File: src/rtl/dmem_arbiter.sv
// Shares the single-port data memory between the core MA stage (port 0) and the debug/loader port (port 1).
// One access in flight: gnt 1 cycle after req is sampled, rvalid RD_LAT+2 cycles after; a losing req waits in place.
module dmem_arbiter #(
    parameter int ADDR_W    = 11,
    parameter int RD_LAT    = 1,
    parameter int PRIO_MODE = 0
) (
    input  logic              clk,
    input  logic              rst,
    input  logic              p0_req,
    input  logic              p0_we,
    input  logic [3:0]        p0_wstrb,
    input  logic [ADDR_W-1:0] p0_addr,
    input  logic [31:0]       p0_wdata,
    output logic              p0_gnt,
    output logic              p0_rvalid,
    input  logic              p1_req,
    input  logic              p1_we,
    input  logic [3:0]        p1_wstrb,
    input  logic [ADDR_W-1:0] p1_addr,
    input  logic [31:0]       p1_wdata,
    output logic              p1_gnt,
    output logic              p1_rvalid,
    output logic [31:0]       rdata,
    output logic              mem_en,
    output logic              mem_we,
    output logic [3:0]        mem_wstrb,
    output logic [ADDR_W-1:0] mem_addr,
    output logic [31:0]       mem_wdata,
    input  logic [31:0]       mem_rdata,
    output logic              busy
);

    typedef enum logic [1:0] {
        IDLE  = 2'd0,
        ISSUE = 2'd1,
        WAIT  = 2'd2,
        RESP  = 2'd3
    } state_e;

    localparam logic [2:0] CNT_INIT = 3'(RD_LAT - 1);

    state_e              state_q, state_d;
    logic                winner_q, winner_d;
    logic                rr_ptr_q, rr_ptr_d;
    logic                we_q, we_d;
    logic [3:0]          wstrb_q, wstrb_d;
    logic [ADDR_W-1:0]   addr_q, addr_d;
    logic [31:0]         wdata_q, wdata_d;
    logic [31:0]         rdata_q, rdata_d;
    logic [2:0]          cnt_q, cnt_d;
    logic                sel;

    // rr_ptr only breaks ties; a lone requester always wins.
    assign sel = (p0_req && p1_req) ? ((PRIO_MODE == 1) ? 1'b1 : rr_ptr_q) : p1_req;

    always_ff @(posedge clk or negedge rst) begin
        if (!rst) begin
            state_q  <= IDLE;
            winner_q <= 1'b0;
            rr_ptr_q <= 1'b0;
            we_q     <= 1'b0;
            wstrb_q  <= 4'b0;
            addr_q   <= '0;
            wdata_q  <= 32'b0;
            rdata_q  <= 32'b0;
            cnt_q    <= 3'b0;
        end else begin
            state_q  <= state_d;
            winner_q <= winner_d;
            rr_ptr_q <= rr_ptr_d;
            we_q     <= we_d;
            wstrb_q  <= wstrb_d;
            addr_q   <= addr_d;
            wdata_q  <= wdata_d;
            rdata_q  <= rdata_d;
            cnt_q    <= cnt_d;
        end
    end

    always_comb begin
        state_d   = state_q;
        winner_d  = winner_q;
        rr_ptr_d  = rr_ptr_q;
        we_d      = we_q;
        wstrb_d   = wstrb_q;
        addr_d    = addr_q;
        wdata_d   = wdata_q;
        rdata_d   = rdata_q;
        cnt_d     = cnt_q;
        p0_gnt    = 1'b0;
        p1_gnt    = 1'b0;
        p0_rvalid = 1'b0;
        p1_rvalid = 1'b0;
        mem_en    = 1'b0;
        mem_we    = 1'b0;
        mem_wstrb = 4'b0;
        mem_addr  = '0;
        mem_wdata = 32'b0;
        case (state_q)
            IDLE: begin
                if (p0_req || p1_req) begin
                    winner_d = sel;
                    we_d     = sel ? p1_we    : p0_we;
                    wstrb_d  = sel ? p1_wstrb : p0_wstrb;
                    addr_d   = sel ? p1_addr  : p0_addr;
                    wdata_d  = sel ? p1_wdata : p0_wdata;
                    state_d  = ISSUE;
                end
            end
            ISSUE: begin
                mem_en    = 1'b1;
                mem_we    = we_q;
                mem_wstrb = we_q ? wstrb_q : 4'b0;
                mem_addr  = addr_q;
                mem_wdata = wdata_q;
                p0_gnt    = ~winner_q;
                p1_gnt    = winner_q;
                rr_ptr_d  = ~winner_q;
                if (we_q) begin
                    state_d = IDLE;
                end else begin
                    state_d = WAIT;
                    cnt_d   = CNT_INIT;
                end
            end
            WAIT: begin
                // cnt reaches zero on the cycle mem_rdata becomes valid
                if (cnt_q == 3'd0) begin
                    rdata_d = mem_rdata;
                    state_d = RESP;
                end else begin
                    cnt_d = cnt_q - 3'd1;
                end
            end
            RESP: begin
                p0_rvalid = ~winner_q;
                p1_rvalid = winner_q;
                state_d   = IDLE;
            end
            default: state_d = IDLE;
        endcase
    end

    assign busy  = (state_q != IDLE);
    assign rdata = rdata_q;

endmodule

File: config.mk
export PLATFORM = sky130hd
export DESIGN_NAME = dmem_arbiter
export DESIGN_NICKNAME = d
export VERILOG_FILES = /design/src/rtl/dmem_arbiter.sv
export SDC_FILE = /design/constraint.sdc
export NUM_CORES = 1
export LEC_CHECK = 0
export BUFFER_PORTS_ARGS = -buffer_cell sky130_fd_sc_hd__buf_2
export CAP_MARGIN = 10
export CORE_MARGIN = 3
export CORE_UTILIZATION = 52
export CTS_BUF_LIST = sky130_fd_sc_hd__clkbuf_4
export CTS_CLUSTER_SIZE = 12
export DETAILED_ROUTE_END_ITERATION = 16
export PLACE_DENSITY = 0.89
export SLEW_MARGIN = 20
export SYNTH_ARGS = -nofsm -noshare
export SYNTH_HDL_FRONTEND = slang
export SYNTH_SLANG_ARGS = --single-unit
File: constraint.sdc
create_clock -name clk -period 4.6 [get_ports clk]
set_clock_uncertainty 0.15 [all_clocks]
set_input_delay 0.23 -clock clk [delete_from_list [all_inputs] [get_ports clk]]
set_output_delay 0.23 -clock clk [all_outputs]
set_load 0.02 [all_outputs]
==> results.md, run 1 <==
- Final period util: 67.6%
- Bufs and invs on worst path: 1
- Drt total wl: 16200 um
- Largest area contributor in the synthesized netlist: dfrtp_1
- Die height: 99.3 um
- Hold/Removal Path Class: primary input to flop
- Initial Util: 54.3%
- Die Footprint: 9860 um^2
- Syn avg cell area: 11.5 um^2
- # diodes: 0
- Top cells by area, synth: dfrtp_1, a311oi_1, mux2_2, a2bb2oi_2, and2_1
- Area grow syn2layout: 52.9%
- VDD IR max: 0.372 mV
- Leak pwr: 3.15 nW
- Startpoint types: flop
- Slew of the pin with the lowest slew margin: 1.05 ns
- All-Layer GR Usage: 32.4%
- Syn nets: 529
- Root Driver: clkbuf_4
- Layout cells sized above 1: 41.5%
- Crit path DAT: 3.32 ns
- Vias in the first global route: 5013
- Pre-CTS setup slack: 2.12 ns
- Setup Buffers After CTS: 0
- Setup TNS Final: 0 ns
- Number of flops mapped to enable cells by yosys: 0
- Slowest CP cell: nor2_8
- Nets: 840
- Initial antenna violation count: 0
- Cell Count Post-Placement: 675
- Remaining DRCs: 0
- Most numerous cell in the Yosys netlist: dfrtp_1
- CTS tree: yes
- First-pass GRT wire length: 25300 um
- Num CTS Buffers: 9
- Crit path kind: flop to flop
- Post-synthesis sequential area ratio: 48.1%
- Final hold viol count: 0
- Setup crit end kind: flop
- Post-synth ARST share: 100%
- Clock Sinks: 87
- Yosys top cell area share: 48.1%
- Io pins: 218
- Clock Latency Late Sink: 0.43 ns
- Core ar.: 8340 um^2
- Final worst setup slack: 1.49 ns
- Post-route minimum period: 3.11 ns
- Top FF cell, synth: dfrtp_1
- Power Dens Cells: 656 nW/um^2
- Max incr delay on CP: 0.80 ns
- Max-slew headroom: 29.8%
- Die width: 99.3 um
- Yosys warns: 0
- Vias: 4784
- Post-Syn Area: 4530 um^2
- First drt pass iteration count: 5
- Synth Instances: 395
- Gp weighted congestion: 0.829
- Commonest cells post-synth: dfrtp_1, o21ai_0, a311oi_1
- Max Slew Vio Count: 0
- H-tree depth: 3
- 1st-iter DRT viols: 310
- Crit-path leading delay family: simple AND/OR/NAND/NOR gates
- Maximum clock path buffer count: 2
- Reg clk slew, reported paths: 0.15 ns
- Outcome: finished, final reports clean
- Fmax: 0.322 GHz
- Vias per cell: 5.86
- Final cell count without fillers: 816
- Port bufs: 217
- Max-cap violations: 0
- RSZ-0062 raised after global routing: false
- Crit path max fanout: 53
- Antenna-violating nets left: 0
- Synthesized flop and latch total: 87
- Cell Chain, Critical Path: or2_2 > nor2_8 > a2bb2oi_1 > dlygate4sd3_1
- Setup violations, final: 0
- Synth cell types: 30
- Detailed placement HPWL: 8780 um
- FP Rows: 33
- Req. time, crit path: 4.81 ns
- Wire per inst: 19.8 um
- Reg-to-reg slack, setup: 1.49 ns
- Largest net degree at the start of global routing: 88
- GR Overflow Total: 0
[kinds of logic (layout without fill, tap and decap cells)]
kind of cell               after synthesis  in the layout  synth area share (%)
AOI/OAI and AO/OA                      153            153                  27.8
DFF                                     87             87                  48.1
and+or+nand+nor                         70             70                  9.59
buffers and inverters                   50            366                  5.80
muxes                                   33             33                  8.18
adders and majority gates                2              2                 0.553
[state kept, by name, indices dropped and copies added (netlist names), named ones only]
name,cells
wdata_q,32
rdata,32
state_q,1
wstrb_q,4
winner_q,1
rr_ptr_q,1
cnt_q,3
we_q,1
addr_q,11
[final timing paths]
kind | start | to | depth (start not counted)
worst max-delay path | flop | wdata_q[7] | 4
worst min-delay path | p1_addr[8] | addr_q[8] | 3
worst max register to register | flop | wdata_q[7] | 4
worst min register to register | rdata[27] | rdata[27] | 1
max in group asynchronous | rst | wdata_q[10] | 2
min in group asynchronous | rst | cnt_q[1] | 2
[metrics by stage]
step / power [W] / cell area (um^2) / hold slack (ns) / utilization (%)
finish: 0.00454 / 6920 / 0.0243 / 83.0
global route: 0.00479 / 6920 / 0.0121 / 83.0
CTS: 0.00443 / 6920 / 0.00174 / 83.0
detailed placement: 0.00362 / 5540 / 0.316 / 66.4
global placement: 0.00352 / 5540 / 0.311 / 66.4
floorplan: 0.00301 / 4530 / -0.216 / -
[worst reg2reg max path, cell delays in order, from the launching register on]
cell and delay [ns]:
dfrtp_1 0.53, or2_2 0.71, nor2_8 0.80, a2bb2oi_1 0.26, dlygate4sd3_1 0.59
[cells in the final DEF, fill, tap and decap left out]
cell / Yosys / final
buf_2: 19 / 216
dlygate4sd3_1: 0 / 125
dfrtp_1: 87 / 87
o21ai_0: 49 / 49
a311oi_1: 48 / 48
and2_1: 45 / 45
mux2_2: 32 / 32
a2bb2oi_1: 28 / 28
a2bb2oi_2: 20 / 20
clkbuf_4: 0 / 10
nor2_1: 8 / 8
and3_1: 5 / 5
buf_4: 1 / 4
inv_1: 3 / 3
a21oi_1: 3 / 3
nand2_1: 2 / 2
nand2b_1: 3 / 2
a211oi_1: 2 / 2
o21ai_1: 2 / 2
ha_1: 2 / 2
clkinvlp_4: 0 / 2
clkinv_4: 0 / 2
nor2b_4: 0 / 1
or2_2: 0 / 1
nor2b_1: 2 / 1
nand3b_1: 1 / 1
mux2i_1: 1 / 1
nor2_4: 1 / 1
nor2_8: 1 / 1
inv_2: 1 / 1
and2b_1: 1 / 1
nand2b_2: 0 / 1
o31ai_1: 1 / 1
inv_8: 0 / 1
inv_6: 0 / 1
buf_6: 2 / 1
[where the power goes]
part / switching (W) / internal (W) / leakage (nW)
logic: 0.00139 / 0.00134 / 2.09
clock network: 0.000287 / 0.000125 / 0.0651
registers: 0.000260 / 0.00114 / 0.999
[metal layers]
metal  global-route usage, %  part of all wire, %  vias to the layer above
li1                        -                    -                     2112
met1                    37.2                   37                     2369
met2                    59.7                   53                      260
met3                    5.68                  6.7                       43
met4                    12.4                  3.0                        0
met5                       0                    0                        -
[what timing repair did]
action | CTS | global route
resized for setup | 0 | 0
hold buffers | 125 | 0
endpoints found under the hold margin | 167 | 0
[final cells by class]
cell class	instances	area, um^2
fillers	458	1420
clock buffers	10	75.1
multi-input cells	258	2100
clock inverters	6	52.6
well taps	105	131
flip-flops and latches	87	2180
inverters	4	15.0
repair buffers	346	2370
Note: power is estimated with default switching activity, not from simulation.
==> inputs of run 2 (changes only) <==
--- a/config.mk
+++ b/config.mk
@@ -5,14 +5,15 @@
 export SDC_FILE = /design/constraint.sdc
 export NUM_CORES = 1
 export LEC_CHECK = 0
+export ABC_AREA = 1
 export BUFFER_PORTS_ARGS = -buffer_cell sky130_fd_sc_hd__buf_2
 export CAP_MARGIN = 10
 export CORE_MARGIN = 3
-export CORE_UTILIZATION = 52
+export CORE_UTILIZATION = 49
 export CTS_BUF_LIST = sky130_fd_sc_hd__clkbuf_4
 export CTS_CLUSTER_SIZE = 12
 export DETAILED_ROUTE_END_ITERATION = 16
-export PLACE_DENSITY = 0.89
+export PLACE_DENSITY = 0.83
 export SLEW_MARGIN = 20
 export SYNTH_ARGS = -nofsm -noshare
 export SYNTH_HDL_FRONTEND = slang
==> constraint.sdc (replaced) <==
create_clock -name clk -period 3 [get_ports clk]
set_clock_uncertainty 0.15 [all_clocks]
set_input_delay 0.15 -clock clk [delete_from_list [all_inputs] [get_ports clk]]
set_output_delay 0.15 -clock clk [all_outputs]
set_load 0.02 [all_outputs]
==> run 2 against run 1 <==
Worst hold slack better by 0.15 ns. Via count up 17%. Register-to-register slack got worse by 0.94 ns. Sequential power grew 49%. Critical path depth rose by 3. Global-route usage fell by 2.6 points. Flip-flop and latch count is the same. Routed wire length decreased by 2.4%. Critical endpoint is now wdata_q[19]. Largest cell class unchanged.
==> results.md, run 2 <==
- Crit path kind: flop to flop
- Die width: 104 um
- Clock Latency Late Sink: 0.41 ns
- Max Slew Vio Count: 0
- Post-route minimum period: 2.45 ns
- Largest net degree at the start of global routing: 88
- Power Dens Cells: 861 nW/um^2
- GR Overflow Total: 0
- Post-Syn Area: 4710 um^2
- All-Layer GR Usage: 29.8%
- Yosys warns: 0
- First drt pass iteration count: 5
- NetSw: 0.00302 W
- Drt total wl: 15800 um
- Worst Reg2Reg Path Length in Cells: 7
- VDD IR max: 0.535 mV
- Outcome: finished, final reports clean
- Hold/Removal Path Class: primary input to async pin
- Num CTS Buffers: 9
- Leak pwr: 4.35 nW
- FP Rows: 35
- Setup TNS Final: 0 ns
- RSZ-0062 raised after global routing: false
- Most frequent cells in the layout: nand2_1, buf_2, inv_1, nand3_1, dlygate4sd3_1
- Die Footprint: 10800 um^2
- Synthesized flop and latch total: 87
- Fmax: 0.408 GHz
- Clk pwr share: 9.2%
- Detailed placement HPWL: 8690 um
- Die height: 104 um
- Antenna-violating nets left: 0
- Setup Buffers After CTS: 0
- Layout cells sized above 1: 23.7%
- Root Driver: clkbuf_4
- Vias in the first global route: 5613
- Vias: 5600
- Io pins: 218
- Synth cell types: 15
- Top FF cell, synth: dfrtp_1
- Pre-CTS setup slack: 1.15 ns
- Maximum clock path buffer count: 2
- Leading cell type in the layout, fill and taps excluded: nand2_1
- Max-slew headroom: 36.9%
- Gp weighted congestion: 0.889
- Remaining DRCs: 0
- Final period util: 81.7%
- First-pass GRT wire length: 26500 um
- Post-synthesis sequential area ratio: 46.2%
- Max-cap violations: 0
- Final hold viol count: 0
- Top cells by area, synth: dfrtp_1, nand2_1, nand3_1, inv_1, nor2_1
- Synth Instances: 701
- Crit path max fanout: 49
- Number of flops mapped to enable cells by yosys: 0
- 1st-iter DRT viols: 317
- Initial antenna violation count: 0
- Wire per inst: 13.6 um
- Commonest cells post-synth: nand2_1, inv_1, nand3_1
- Crit path DAT: 2.60 ns
- Port bufs: 217
- Area grow syn2layout: 53.7%
- Setup crit end kind: flop
- Logic pwr share: 57.4%
- Sw Ratio: 48.5%
- Clock Sinks: 87
- Final worst setup slack: 0.550 ns
- H-tree depth: 3
- Vias per cell: 4.84
- CTS tree: yes
- Reg clk slew, reported paths: 0.15 ns
- Reg-to-reg slack, setup: 0.55 ns
- Most numerous cell in the Yosys netlist: nand2_1
- Largest area contributor in the synthesized netlist: dfrtp_1
- Slew of the pin with the lowest slew margin: 0.943 ns
- Yosys top cell area share: 46.2%
- Core ar.: 9280 um^2
- Startpoint types: flop
- Initial Util: 50.7%
- Syn nets: 835
- Reg2reg end: wdata_q[19]
- Reg2reg start: rr_ptr_q
- Register share of total power: 33.4%
- Req. time, crit path: 3.15 ns
- Internal Power: 0.00321 W
- Setup violations, final: 0
- Syn avg cell area: 6.72 um^2
- Post-synth ARST share: 100%
- Nets: 1158
- # diodes: 0
[run 2: cell count changes after synthesis, sizes merged, moves of 45 or more]
cell / before / now
o21ai: 51 / 1
a2bb2oi: 48 / 0
and2: 45 / 0
a311oi: 48 / 0
nand2: 2 / 229
nor2: 10 / 56
nand3: 0 / 131
inv: 4 / 152
[run 2: power by group through the flow]
stage | Clock (W) | Combinational (W) | Sequential [W]
after floorplan | 0 | 0.00194 | 0.00229
after global placement | 0 | 0.00308 | 0.00206
after detailed placement | 0 | 0.00313 | 0.00208
after CTS | 0.000583 | 0.00350 | 0.00206
after global routing | 0.000639 | 0.00398 | 0.00215
final | 0.000574 | 0.00357 | 0.00208
[run 2: what timing repair did]
item | in CTS | in global routing
gates resized for setup | 0 | 0
hold endpoints to repair | 167 | 0
hold buffers | 129 | 0
[run 2: logic make-up after synthesis]
| kind of cell | Yosys count | synth area share, % |
|---|---|---|
| AOI/OAI and AO/OA | 2 | 0.212 |
| adders and majority gates | 2 | 0.531 |
| buffers and inverters | 192 | 16.1 |
| DFF | 87 | 46.2 |
| and+or+nand+nor | 418 | 37.0 |
[run 2: per-stage QoR]
stage / utilization [%] / cell area (um^2) / hold WS [ns] / power [W] / std cells
2_1_floorplan: - / 4710 / -0.296 / 0.00424 / 701
3_3_place_gp: 62.8 / 5830 / 0.231 / 0.00514 / 1013
3_5_place_dp: 62.8 / 5830 / 0.236 / 0.00521 / 1013
4_1_cts: 77.9 / 7230 / 0.311 / 0.00614 / 1157
5_1_grt: 77.9 / 7240 / 0.248 / 0.00676 / 1157
6_report: 77.9 / 7240 / 0.179 / 0.00623 / 1157
[run 2: routing by layer]
layer  GRT usage, %  share of wire [%]
met3           4.90                5.6
met1           34.4                 38
met4           16.0                4.6
met5              0                  0
met2           52.7                 51
[run 2: worst max-delay path by stage]
| stage | slack (ns) | cells past startpoint | endpoint | from |
|---|---|---|---|---|
| floorplan | 1.23 | 6 | rr_ptr_q | state_q[0] |
| global placement | 1.18 | 6 | wdata_q[19] | rr_ptr_q |
| detailed placement | 1.15 | 5 | p1_gnt | state_q[0] |
| CTS | 0.59 | 7 | wdata_q[19] | rr_ptr_q |
| global route | 0.36 | 7 | wdata_q[19] | rr_ptr_q |
| finish | 0.55 | 7 | wdata_q[19] | rr_ptr_q |
[run 2: cell type report]
cell class | count | area, um^2
multi-input cells | 422 | 1790
repair buffers | 352 | 2430
flip-flops and latches | 87 | 2180
inverters | 152 | 571
clock inverters | 6 | 45.0
fillers | 644 | 2050
well taps | 129 | 161
clock buffers | 9 | 67.6
[run 2: critical path: stages, from the launching register on]
cell,delay [ns]
dfrtp_1,0.40
inv_1,0.08
nand2_2,0.07
nand2_2,0.69
nand2_1,0.17
nand3_1,0.13
dlygate4sd3_1,0.57
nand2_1,0.06
